<file path="src/rtl/prbs_burst_sequencer_if.sv">
// Burst request/response bundle for prbs_burst_sequencer: control fields in, serial PRBS out.
interface prbs_burst_sequencer_if #(
  parameter int unsigned DIV_W = 3,
  parameter int unsigned LEN_W = 8
);
  logic             ip_start;
  logic             ip_abort;
  logic [7:0]       ip_seed;
  logic [DIV_W-1:0] ip_div;
  logic [LEN_W-1:0] ip_len;
  logic             op_busy;
  logic             op_bit_valid;
  logic             op_prbs;
  logic             op_done;

  modport master (
    output ip_start, ip_abort, ip_seed, ip_div, ip_len,
    input  op_busy, op_bit_valid, op_prbs, op_done
  );

  modport slave (
    input  ip_start, ip_abort, ip_seed, ip_div, ip_len,
    output op_busy, op_bit_valid, op_prbs, op_done
  );
endinterface

</file>
<file path="src/rtl/prbs_burst_sequencer.sv">
// Emits a burst of len+1 PRBS bits (x^8+x^6+x^5+x^4 Fibonacci LFSR), one bit per div+1 clocks.
// Optional PRBS_SEQ_ERRCNT_EN adds a saturating receive-error counter.
module prbs_burst_sequencer #(
  parameter int unsigned DIV_W = 3,
  parameter int unsigned LEN_W = 8
) (
  input  logic                 ip_clock,
  input  logic                 ip_reset,
`ifdef PRBS_SEQ_ERRCNT_EN
  input  logic                 ip_rx_bit,
  output logic [7:0]           op_err_cnt,
`endif
  prbs_burst_sequencer_if.slave bus
);

  typedef enum logic [1:0] {S_IDLE, S_LOAD, S_RUN, S_DONE} state_t;

  state_t           r_state;
  logic [7:0]       r_seed;
  logic [7:0]       r_lfsr;
  logic [DIV_W-1:0] r_div;
  logic [DIV_W-1:0] r_div_cnt;
  logic [LEN_W-1:0] r_len;
  logic [LEN_W-1:0] r_bit_cnt;

  logic w_fb;
  logic w_accept;

  assign w_fb     = r_lfsr[0] ^ r_lfsr[2] ^ r_lfsr[3] ^ r_lfsr[4];
  assign w_accept = (r_state == S_IDLE) && bus.ip_start && !bus.ip_abort;

  // Busy stays high through the op_done cycle, which is spent back in IDLE.
  always_ff @(posedge ip_clock or negedge ip_reset) begin
    if (!ip_reset) begin
      r_state          <= S_IDLE;
      r_seed           <= 8'hFF;
      r_lfsr           <= 8'hFF;
      r_div            <= '0;
      r_div_cnt        <= '0;
      r_len            <= '0;
      r_bit_cnt        <= '0;
      bus.op_busy      <= 1'b0;
      bus.op_bit_valid <= 1'b0;
      bus.op_prbs      <= 1'b0;
      bus.op_done      <= 1'b0;
    end else begin
      bus.op_bit_valid <= 1'b0;
      bus.op_done      <= 1'b0;
      case (r_state)
        S_IDLE: begin
          if (w_accept) begin
            r_state     <= S_LOAD;
            r_seed      <= (bus.ip_seed == 8'h00) ? 8'hFF : bus.ip_seed;
            r_div       <= bus.ip_div;
            r_len       <= bus.ip_len;
            bus.op_busy <= 1'b1;
          end else begin
            bus.op_busy <= 1'b0;
          end
        end
        S_LOAD: begin
          if (bus.ip_abort) begin
            r_state     <= S_IDLE;
            bus.op_busy <= 1'b0;
          end else begin
            r_lfsr    <= r_seed;
            r_div_cnt <= '0;
            r_bit_cnt <= '0;
            r_state   <= S_RUN;
          end
        end
        S_RUN: begin
          if (bus.ip_abort) begin
            r_state     <= S_IDLE;
            bus.op_busy <= 1'b0;
          end else if (r_div_cnt == r_div) begin
            r_div_cnt        <= '0;
            bus.op_prbs      <= r_lfsr[0];
            r_lfsr           <= {w_fb, r_lfsr[7:1]};
            bus.op_bit_valid <= 1'b1;
            r_bit_cnt        <= r_bit_cnt + LEN_W'(1);
            if (r_bit_cnt == r_len) begin
              r_state <= S_DONE;
            end
          end else begin
            r_div_cnt <= r_div_cnt + DIV_W'(1);
          end
        end
        S_DONE: begin
          bus.op_done <= 1'b1;
          r_state     <= S_IDLE;
        end
        default: begin
          r_state <= S_IDLE;
        end
      endcase
    end
  end

`ifdef PRBS_SEQ_ERRCNT_EN
  // Compares the echoed bit against the bit currently on op_prbs during each strobe.
  always_ff @(posedge ip_clock or negedge ip_reset) begin
    if (!ip_reset) begin
      op_err_cnt <= 8'd0;
    end else if (w_accept) begin
      op_err_cnt <= 8'd0;
    end else if (bus.op_bit_valid && (ip_rx_bit != bus.op_prbs) && (op_err_cnt != 8'hFF)) begin
      op_err_cnt <= op_err_cnt + 8'd1;
    end
  end
`endif

endmodule

</file>
<file path="src/flat_wrapper.sv">
// flat-port wrapper written by rule: the top's interface ports become plain ports
module prbs_burst_sequencer_flat 
#(
  parameter int unsigned DIV_W = 3,
  parameter int unsigned LEN_W = 8
)
  (ip_clock, ip_reset, bus_ip_start, bus_ip_abort, bus_ip_seed, bus_ip_div, bus_ip_len, bus_op_busy, bus_op_bit_valid, bus_op_prbs, bus_op_done);
  prbs_burst_sequencer_if #(.DIV_W(DIV_W), .LEN_W(LEN_W)) bus_i ();
  input  logic ip_clock;
  input  logic ip_reset;
  input wire logic [$bits(bus_i.ip_start)-1:0] bus_ip_start;
  input wire logic [$bits(bus_i.ip_abort)-1:0] bus_ip_abort;
  input wire logic [$bits(bus_i.ip_seed)-1:0] bus_ip_seed;
  input wire logic [$bits(bus_i.ip_div)-1:0] bus_ip_div;
  input wire logic [$bits(bus_i.ip_len)-1:0] bus_ip_len;
  output wire logic [$bits(bus_i.op_busy)-1:0] bus_op_busy;
  output wire logic [$bits(bus_i.op_bit_valid)-1:0] bus_op_bit_valid;
  output wire logic [$bits(bus_i.op_prbs)-1:0] bus_op_prbs;
  output wire logic [$bits(bus_i.op_done)-1:0] bus_op_done;
  assign bus_i.ip_start = bus_ip_start;
  assign bus_i.ip_abort = bus_ip_abort;
  assign bus_i.ip_seed = bus_ip_seed;
  assign bus_i.ip_div = bus_ip_div;
  assign bus_i.ip_len = bus_ip_len;
  assign bus_op_busy = bus_i.op_busy;
  assign bus_op_bit_valid = bus_i.op_bit_valid;
  assign bus_op_prbs = bus_i.op_prbs;
  assign bus_op_done = bus_i.op_done;
  prbs_burst_sequencer #(.DIV_W(DIV_W), .LEN_W(LEN_W)) u_core (.ip_clock(ip_clock), .ip_reset(ip_reset), .bus(bus_i));
endmodule
</file>
<file path="config.mk">
export PLATFORM = sky130hd
export DESIGN_NAME = prbs_burst_sequencer_flat
export DESIGN_NICKNAME = d
export VERILOG_FILES = /design/src/rtl/prbs_burst_sequencer_if.sv /design/src/rtl/prbs_burst_sequencer.sv /design/src/flat_wrapper.sv
export SDC_FILE = /design/constraint.sdc
export NUM_CORES = 1
export LEC_CHECK = 0
export ABC_AREA = 0
export CAP_MARGIN = 5
export CORE_UTILIZATION = 55
export CTS_CLUSTER_DIAMETER = 200
export DETAILED_ROUTE_END_ITERATION = 10
export PLACE_DENSITY = 0.91
export SKIP_CTS_REPAIR_TIMING = 1
export SKIP_LAST_GASP = 1
export SYNTH_ARGS = -nofsm -noshare
export SYNTH_HDL_FRONTEND = slang
export SYNTH_SLANG_ARGS = --single-unit
export TNS_END_PERCENT = 30
</file>
<file path="constraint.sdc">
create_clock -name ip_clock -period 2.25 [get_ports ip_clock]
set_input_delay 0.225 -clock ip_clock [delete_from_list [all_inputs] [get_ports ip_clock]]
set_output_delay 0.225 -clock ip_clock [all_outputs]
set_load 0.01 [all_outputs]
</file>
==> metrics.md, run 1 <==
| Metric | Value |
|---|---|
| CP endpoint kind | `flip-flop` |
| Final Skew | `0.00777 ns` |
| RePlAce Congestion | `0.826` |
| Die area | `about 0.0042 mm^2` |
| Post-Synthesis Cells | `195` |
| Number of flops mapped to enable cells by yosys | `0` |
| Synthesized Nets | `224` |
| Synth Warn # | `0` |
| Synth cell types | `38` |
| Max-Slew Margin vs Limit | `0.539` |
| Pre-antenna DRT Iters | `4` |
| Num rows | `22` |
| Max Slew Vio Count | `0` |
| Outcome | `finished, final reports clean` |
| Fmax | `slightly above 500 MHz` |
| Max-cap violations | `0` |
| Commonest non-fill, non-tap cell in the layout | `dfrtp_1` |
| Reg2reg setup slack | `0.31 ns` |
| I/O Pins | `27` |
| Vias in the first global route | `~1500` |
| Leak | `1.04 nW` |
| TritonCTS clock tree | `yes` |
| Total clock buffers created by CTS | `5` |
| Filler cells | `287` |
| Crit path kind | `reg -> reg` |
| Sequential-to-total area share from yosys stat | `0.517` |
| Primary FF master, synth | `dfrtp_1` |
| Synthesized cell area | `0.00217 mm^2` |
| # diodes | `0` |
| CTS H-tree depth | `2` |
| Final layout net count | `256` |
| Min Tclk post-route | `1.94 ns` |
| Period Utilization, post-route | `0.864` |
| Register area | `0.00112 mm^2` |
| HPWL after DPL | `2910 um` |
| TNS Setup | `0 ns` |
| Worst skew pair latency | `~0.3 ns` |
| Worst Hold Class | `in -> async` |
| RSZ-0062 raised after global routing | `no` |
| Multi-input gate area | `slightly below 0.001 mm^2` |
| Post-Layout Cell Count | `276` |
| Setup-failing EPs final | `0` |
| DR WL/cell | `14.2 um` |
| Antenna violations before repair | `0` |
| Synthesized flop and latch total | `44` |
| Worst hold margin | `between 0.4 and 0.5 ns` |
| Drt first-iter violations | `70` |
| Post-Syn Area per Cell | `11.1 um^2` |
| Largest net degree at the start of global routing | `23` |
| Worst path arrival time | `2.13 ns` |
| Via count | `1530` |
| IO buf count | `26` |
| Most frequent cells in the layout | `dfrtp_1 (28), clkdlybuf4s50_1 (25), nand2_1 (21)` |
| Pwr Total | `3.03 mW` |
| Peak VDD IR | `643 uV` |
| First-pass GRT wire length | `6830 um` |
| Asr flop ratio synth | `1.00` |
| Initial Util | `0.583` |
| Root Driver | `clkbuf_8` |
| Die H | `64.8 um` |
| Inst Count DP | `267` |
| DR DRC count | `0` |
| DRT Wirelength | `3920 um` |
| Share of layout cells above drive strength 1 | `0.215` |
| Syn-to-layout area delta | `19.9%` |
| Area of the core | `roughly 0.0037 mm^2` |
| GRT Util Overall | `0.217` |
| WP data required | `2.44 ns` |
| Fin. Hold Viols | `0` |
| Clock buffer depth | `2` |
| Die Span X | `64.8 um` |
| Final ANT Viol Nets | `0` |
| Crit-path max FO | `18` |
| CTS Sinks | `44` |
| Power per cell area | `1170 mW/mm^2` |
| Pin slew with the least headroom to its limit | `roughly 0.7 ns` |
| Clk slew on worst S/H paths | `0.09 ns` |
| Crit start category | `flip-flop` |
| Routed vias/inst | `5.54` |
| Worst R2R Path Depth | `5` |
| Overflow after GRT | `0` |
==> final timing paths <==
path,startpoint,endpoint
setup / recovery,u_core.r_state[0],u_core.r_lfsr[5]
hold / removal,ip_reset,u_core.r_len[5]
setup reg to reg,u_core.r_state[0],u_core.r_lfsr[5]
hold reg to reg,u_core.r_lfsr[6],u_core.r_lfsr[6]
max in group asynchronous,ip_reset,u_core.r_lfsr[4]
min in group ip_clock,u_core.r_lfsr[6],u_core.r_lfsr[6]
==> synthesized netlist by cell type (2+ instances only) <==
| library cell | number | share of area |
|---|---|---|
| inv_1 | 6 | 0.010 |
| o211ai_1 | 2 | 0.0069 |
| clkbuf_1 | 2 | 0.0035 |
| dfrtp_1 | 28 | 0.32 |
| nand2_1 | 21 | 0.036 |
| o31ai_1 | 2 | 0.0069 |
| mux2i_1 | 10 | 0.046 |
| a21oi_1 | 8 | 0.018 |
| ha_1 | 6 | 0.035 |
| nand3_1 | 4 | 0.0092 |
| o22a_1 | 8 | 0.032 |
| or3_1 | 3 | 0.0087 |
| xnor2_1 | 12 | 0.048 |
| dfstp_2 | 16 | 0.19 |
| mux2_2 | 13 | 0.068 |
| nor3_1 | 3 | 0.0069 |
| o21ai_0 | 17 | 0.039 |
| nand4_1 | 3 | 0.0087 |
| nor2_1 | 8 | 0.014 |
| buf_2 | 5 | 0.012 |
==> per-layer routing <==
| metal | track usage | vias up | part of all wire |
|---|---|---|---|
| li1 | - | 755 | - |
| met1 | 0.266 | 728 | 0.46 |
| met2 | 0.365 | 39 | 0.49 |
| met3 | 0.0616 | 8 | 0.037 |
| met4 | 0.0722 | 0 | 0.016 |
| met5 | 0 | - | 0 |
==> logic make-up (layout without fill, tap and decap cells) <==
family          after synthesis  in the layout  share of synthesized area
compound gates               44             44                      0.133
flops                        44             44                      0.517
fa+ha+maj                     6              6                     0.0346
xor+xnor                     14             14                     0.0600
buf+inv                      15             48                     0.0312
mux                          23             23                      0.114
simple gates                 49             49                      0.110
==> state kept, by name, summed over array words and instances, names as in the netlist <==
register,cells
u_core.r_lfsr,8
u_core.r_div_cnt,3
u_core.r_div,3
u_core.r_len,8
u_core.bus.op_bit_valid,1
u_core.r_seed,8
u_core.bus.op_prbs,1
u_core.bus.op_busy,1
u_core.r_state,2
u_core.r_bit_cnt,8
u_core.bus.op_done,1
==> final cells by class <==
type / instances / share of cell area
multi-input cells: 136 / 0.377
well taps: 48 / 0.0231
clock buffers: 6 / 0.0318
clock inverters: 2 / 0.00578
flip-flops and latches: 44 / 0.432
repair buffers: 34 / 0.122
inverters: 6 / 0.00867
==> through the flow <==
step | worst slack (ns) | cell area [um^2] | util
finish | 0.306 | 2600 | 0.699
floorplan | 0.480 | 2170 | -
detailed placement | 0.281 | 2490 | 0.670
CTS | 0.303 | 2590 | 0.696
global route | 0.141 | 2600 | 0.699
global placement | 0.392 | 2490 | 0.670
==> critical path, cell delays in order, from the launching register on <==
cell     delay [ns]
dfrtp_1        0.41
inv_1          0.10
ha_1           0.26
and2b_2        0.24
a41oi_2        0.61
o21ai_0        0.22
==> report_power, final <==
| group | switching (mW) | internal, mW | leakage, nW |
|---|---|---|---|
| registers | 0.227 | 1.19 | 0.532 |
| clock network | 0.271 | 0.248 | 0.0434 |
| logic | 0.514 | 0.578 | 0.462 |
| total | 1.01 | 2.02 | 1.04 |
Note: power is estimated with default switching activity, not from simulation.
==> inputs of run 2 (changes only) <==
Settings changed: CORE_MARGIN set to 1.5, PLACE_DENSITY 0.91 to 0.79.
==> run 2 against run 1 <==
Net effect: final cell count decreased by 0.72%; fmax decreased by 3.6%; setup slack got worse by 0.073 ns; combinational power increased by 4%; routed wire length increased by 4.0%; register-to-register slack got worse by 0.07 ns; sequential share of layout area increased by 0.40 points; clock-buffer cell count increased by 2; via count increased by 0.59%; critical endpoint is now u_core.r_bit_cnt[3]; largest cell class unchanged.
==> metrics.md, run 2 (same netlist as run 1, synthesis figures left out) <==
| Metric | Value |
|---|---|
| Min Tclk post-route | `2.02 ns (+0.0728 ns)` |
| Largest net degree at the start of global routing | `45 (+96%)` |
| WP data required | `2.48 ns (+0.04 ns)` |
| Launching point of the worst reg2reg path | `u_core.r_state[0]` |
| Max-cap violations | `0 (unchanged)` |
| Worst path arrival time | `2.25 ns (+0.12 ns)` |
| DRT Wirelength | `4080 um (+4.0%)` |
| First-pass GRT wire length | `6720 um (-1.6%)` |
| Root Driver | `clkbuf_8` |
| Register area | `0.00112 mm^2 (unchanged)` |
| Most frequent cells in the layout | `dfrtp_1 (28), clkdlybuf4s50_1 (25), nand2_1 (21)` |
| CP top delay family | `simple AND/OR/NAND/NOR gates` |
| Syn-to-layout area delta | `18.8%` |
| Via count | `1539 (+0.59%)` |
| Fmax | `496 MHz (-3.6%)` |
| Die area | `0.00433 mm^2 (+3.1%)` |
| Outcome | `finished, final reports clean` |
| Fin. Hold Viols | `0 (unchanged)` |
| Pre-antenna DRT Iters | `4 (unchanged)` |
| CTS Sinks | `44 (unchanged)` |
| TritonCTS clock tree | `yes` |
| Die H | `65.8 um (+1.5%)` |
| Reg2reg setup slack | `0.23 ns (-0.07 ns)` |
| Max Slew Vio Count | `0 (unchanged)` |
| Vias in the first global route | `1527 (-0.46%)` |
| Initial Util | `0.583 (unchanged)` |
| Overflow after GRT | `0 (unchanged)` |
| Crit path kind | `reg -> reg` |
| Filler cells | `311 (+8.4%)` |
| I/O Pins | `27 (unchanged)` |
| Routed vias/inst | `5.62 (+1.3%)` |
| Num rows | `22 (unchanged)` |
| Worst skew pair latency | `0.30 ns (about the same)` |
| Final ANT Viol Nets | `0 (unchanged)` |
| Final layout net count | `254 (-0.78%)` |
| Worst R2R Path Depth | `7 (+2)` |
| Crit-path cells | `inv_1 > ha_1 > and2b_2 > nand4_1 > buf_4 > or3_1 > a21oi_1` |
| Drt first-iter violations | `73 (+4.3%)` |
| RSZ-0062 raised after global routing | `no` |
| HPWL after DPL | `3080 um (+5.9%)` |
| CTS H-tree depth | `2 (unchanged)` |
| Power per cell area | `1180 mW/mm^2 (+0.86%)` |
| Share of layout cells above drive strength 1 | `0.199 (-0.0158)` |
| Pin slew with the least headroom to its limit | `0.924 ns (+0.233 ns)` |
| Clk slew on worst S/H paths | `0.08 ns (about the same)` |
| DR DRC count | `0 (unchanged)` |
| Clock buffer depth | `2 (unchanged)` |
| Worst r2r dst | `u_core.r_bit_cnt[3]` |
| TNS Setup | `0 ns (unchanged)` |
| Slowest cell on the critical path | `dfrtp_1` |
| CP endpoint kind | `flip-flop` |
| Crit start category | `flip-flop` |
| Period Utilization, post-route | `0.896 (+0.0324)` |
| Worst hold margin | `0.0524 ns (-0.354 ns)` |
| Antenna violations before repair | `0 (unchanged)` |
| # diodes | `0 (unchanged)` |
| Peak VDD IR | `509 uV (-21%)` |
| IO buf count | `26 (unchanged)` |
| Total clock buffers created by CTS | `5 (unchanged)` |
| Final Skew | `0.00969 ns (+0.00192 ns)` |
| GRT Util Overall | `0.211 (-0.00549)` |
| Worst Hold Class | `in -> async` |
| Multi-input gate area | `990 um^2 (+1.2%)` |
| DR WL/cell | `14.9 um (+4.8%)` |
| Commonest non-fill, non-tap cell in the layout | `dfrtp_1` |
| Setup-failing EPs final | `0 (unchanged)` |
| Crit-path max FO | `12 (-6)` |
| CP bufs+invs | `2 (+1)` |
| RePlAce Congestion | `0.872 (+5.6%)` |
| Max-Slew Margin vs Limit | `0.384 (-0.155)` |
| Leak | `1.03 nW (-1.1%)` |
| Die Span X | `65.8 um (+1.5%)` |
| Crit path largest cell delay | `0.44 ns (-0.17 ns)` |
| Area of the core | `0.00372 mm^2 (unchanged)` |
## run 2: power breakdown
group / internal [mW] / total, mW / switching, mW
Sequential: 1.19 / 1.42 / 0.234
Clock: 0.221 / 0.470 / 0.250
Combinational: 0.587 / 1.13 / 0.544
Total: 2.00 / 3.03 / 1.03
## run 2: layer usage
| metal | global-route usage | wire length (um) | share of wire | vias to the layer above |
|---|---|---|---|---|
| met1 | 0.246 | 1770 | 0.43 | 735 |
| met5 | 0 | 0 | 0 | - |
| met4 | 0.0729 | 81 | 0.020 | 0 |
| met2 | 0.362 | 2050 | 0.50 | 40 |
| met3 | 0.0716 | 176 | 0.043 | 10 |
| li1 | - | - | - | 754 |
## run 2: worst max-delay path by stage
stage | startpoint | endpoint | slack, ns | depth (start not counted)
6_report | u_core.r_state[0] | u_core.r_bit_cnt[3] | 0.23 | 7
5_1_grt | u_core.r_state[0] | u_core.r_bit_cnt[4] | 0.12 | 7
4_1_cts | u_core.r_state[0] | u_core.r_lfsr[0] | 0.20 | 6
3_5_place_dp | u_core.r_state[0] | u_core.r_lfsr[5] | 0.21 | 5
3_3_place_gp | u_core.r_state[0] | u_core.r_lfsr[1] | 0.38 | 5
2_1_floorplan | u_core.r_state[0] | u_core.r_bit_cnt[7] | 0.48 | 7
## run 2: metrics by stage
stage	cell area, um^2	total power [mW]	instances	utilization	setup WS [ns]
5_1_grt	2570	3.25	274	0.693	0.119
3_3_place_gp	2480	2.46	266	0.668	0.376
6_report	2570	3.03	274	0.693	0.234
4_1_cts	2560	3.02	274	0.690	0.203
3_5_place_dp	2480	2.55	266	0.668	0.209
2_1_floorplan	2170	2.23	195	-	0.480
## run 2: cell type report
cell class	instances	area share
sequential	44	0.436
multi-input combinational	136	0.385
timing repair buffer	32	0.117
clock buffer	8	0.0311
tap	48	0.0233
inverter	6	0.00875
==> inputs of run 3 (changes only) <==
Settings changed: CORE_UTILIZATION 55 to 59, PLACE_DENSITY 0.79 to 0.84, SLEW_MARGIN set to 20.
Clock period 2.25 ns to 2.38 ns, I/O delays scaled along.
==> run 3 against run 2 <==
Net effect: via count is 0.13% lower; clock-buffer cell count stayed put; register-to-register slack better by 0.09 ns; critical path type unchanged; largest cell class unchanged; largest power group unchanged; flip-flop and latch count stayed put; final cell count is 1.5% lower; core utilization is 5.0 points higher; critical endpoint is now u_core.r_lfsr[0].
==> metrics.md, run 3 (same netlist as run 1, synthesis figures left out) <==
| Metric | Value |
|---|---|
| Leak | `1.02 nW (-0.55%)` |
| Crit-path max FO | `18 (+6)` |
| Max Slew Vio Count | `0 (unchanged)` |
| Clk slew on worst S/H paths | `0.08 ns (about the same)` |
| Clock buffer depth | `2 (unchanged)` |
| Final Skew | `0.00509 ns (-0.00460 ns)` |
| Commonest non-fill, non-tap cell in the layout | `dfrtp_1` |
| Final layout net count | `252 (-0.79%)` |
| Overflow after GRT | `0 (unchanged)` |
| Worst Hold Class | `in -> async` |
| Drt first-iter violations | `124 (+70%)` |
| Most frequent cells in the layout | `dfrtp_1 (28), clkdlybuf4s50_1 (25), nand2_1 (21)` |
| DRT Wirelength | `4180 um (+2.5%)` |
| RSZ-0062 raised after global routing | `no` |
| Pin slew with the least headroom to its limit | `0.930 ns (+0.00664 ns)` |
| Fmax | `487 MHz (-1.9%)` |
| Fin. Hold Viols | `0 (unchanged)` |
| Setup-failing EPs final | `0 (unchanged)` |
| CP endpoint kind | `flip-flop` |
| Outcome | `finished, final reports clean` |
| CTS H-tree depth | `2 (unchanged)` |
| CTS Sinks | `44 (unchanged)` |
| GRT Util Overall | `0.237 (+0.0256)` |
| DR WL/cell | `15.5 um (+4.0%)` |
| Initial Util | `0.630 (+0.0464)` |
| Area of the core | `0.00344 mm^2 (-7.4%)` |
| Largest net degree at the start of global routing | `45 (unchanged)` |
| Root Driver | `clkbuf_8` |
| Period Utilization, post-route | `0.863 (-0.0330)` |
| TritonCTS clock tree | `yes` |
| IO buf count | `26 (unchanged)` |
| RePlAce Congestion | `0.810 (-7.1%)` |
| Pre-antenna DRT Iters | `4 (unchanged)` |
| Total clock buffers created by CTS | `5 (unchanged)` |
| HPWL after DPL | `3080 um (-0.19%)` |
| Worst path arrival time | `2.27 ns (+0.02 ns)` |
| I/O Pins | `27 (unchanged)` |
| Crit path kind | `reg -> reg` |
| Die Span X | `63.6 um (-3.3%)` |
| Die area | `0.00405 mm^2 (-6.5%)` |
| Via count | `1537 (-0.13%)` |
| Crit start category | `flip-flop` |
| Num rows | `21 (-4.5%)` |
| Min Tclk post-route | `2.05 ns (+0.0381 ns)` |
| Die H | `63.6 um (-3.3%)` |
| DR DRC count | `0 (unchanged)` |
| Power per cell area | `1120 mW/mm^2 (-4.6%)` |
| Final WS setup | `0.326 ns (+0.0919 ns)` |
| Antenna violations before repair | `0 (unchanged)` |
| Max-cap violations | `0 (unchanged)` |
| Share of layout cells above drive strength 1 | `0.196 (-0.00269)` |
| Syn-to-layout area delta | `17.9%` |
| Peak VDD IR | `525 uV (+3.1%)` |
| # diodes | `0 (unchanged)` |
| TNS Setup | `0 ns (unchanged)` |
| First-pass GRT wire length | `7260 um (+8.0%)` |
| Worst skew pair latency | `0.31 ns (about the same)` |
| Vias in the first global route | `1591 (+4.2%)` |
| Final ANT Viol Nets | `0 (unchanged)` |
| Max-Slew Margin vs Limit | `0.380 (-0.00443)` |
| WP data required | `2.60 ns (+0.12 ns)` |
| Pre-CTS WS | `0.346 ns (+0.137 ns)` |
| Routed vias/inst | `5.69 (+1.3%)` |
[run 3: worst max-delay path: stages, from the launching register on]
cell	delay (ns)
dfrtp_1	0.42
inv_1	0.10
ha_1	0.31
and2b_2	0.25
a41oi_2	0.61
nand2_1	0.14
o21ai_0	0.13
[run 3: final timing paths]
| kind | slack, ns | cells past startpoint | to | start |
|---|---|---|---|---|
| max | 0.33 | 6 | u_core.r_lfsr[0] | u_core.r_state[0] |
| min | 0.07 | 1 | u_core.r_len[4] | ip_reset |
| max reg2reg | 0.33 | 6 | u_core.r_lfsr[0] | u_core.r_state[0] |
| min reg2reg | 0.48 | 2 | u_core.r_lfsr[7] | u_core.r_lfsr[7] |
| max in group asynchronous | 1.74 | 1 | u_core.bus.op_busy | ip_reset |
| min in group ip_clock | 0.48 | 2 | u_core.r_lfsr[7] | u_core.r_lfsr[7] |
[run 3: area by class of cell]
cell class	instances	area, um^2
clock buffer	8	90.1
fill	235	887
inverter	6	22.5
multi-input combinational	136	978
sequential	44	1120
tap	46	57.6
timing repair buffer	30	285
[run 3: routing by layer]
layer | vias up | GRT usage | wire length (um)
li1 | 743 | - | -
met3 | 10 | 0.0482 | 146
met5 | - | 0 | 0
met4 | 0 | 0.0897 | 85
met2 | 35 | 0.438 | 2230
met1 | 749 | 0.265 | 1710
[run 3: power by group]
group | internal [mW] | switching [mW]
Sequential | 1.13 | 0.218
Combinational | 0.539 | 0.501
Clock | 0.237 | 0.248
Total | 1.90 | 0.967
[run 3: through the flow]
stage	hold slack, ns	std cells	power (mW)	utilization	area [um^2]
after global placement	0.415	262	2.32	0.716	2460
after CTS	0.103	270	2.88	0.742	2550
after global routing	0.150	270	3.07	0.742	2550
after floorplan	-0.0576	195	2.10	-	2170
after detailed placement	0.426	262	2.40	0.716	2460
final	0.0659	270	2.87	0.742	2550
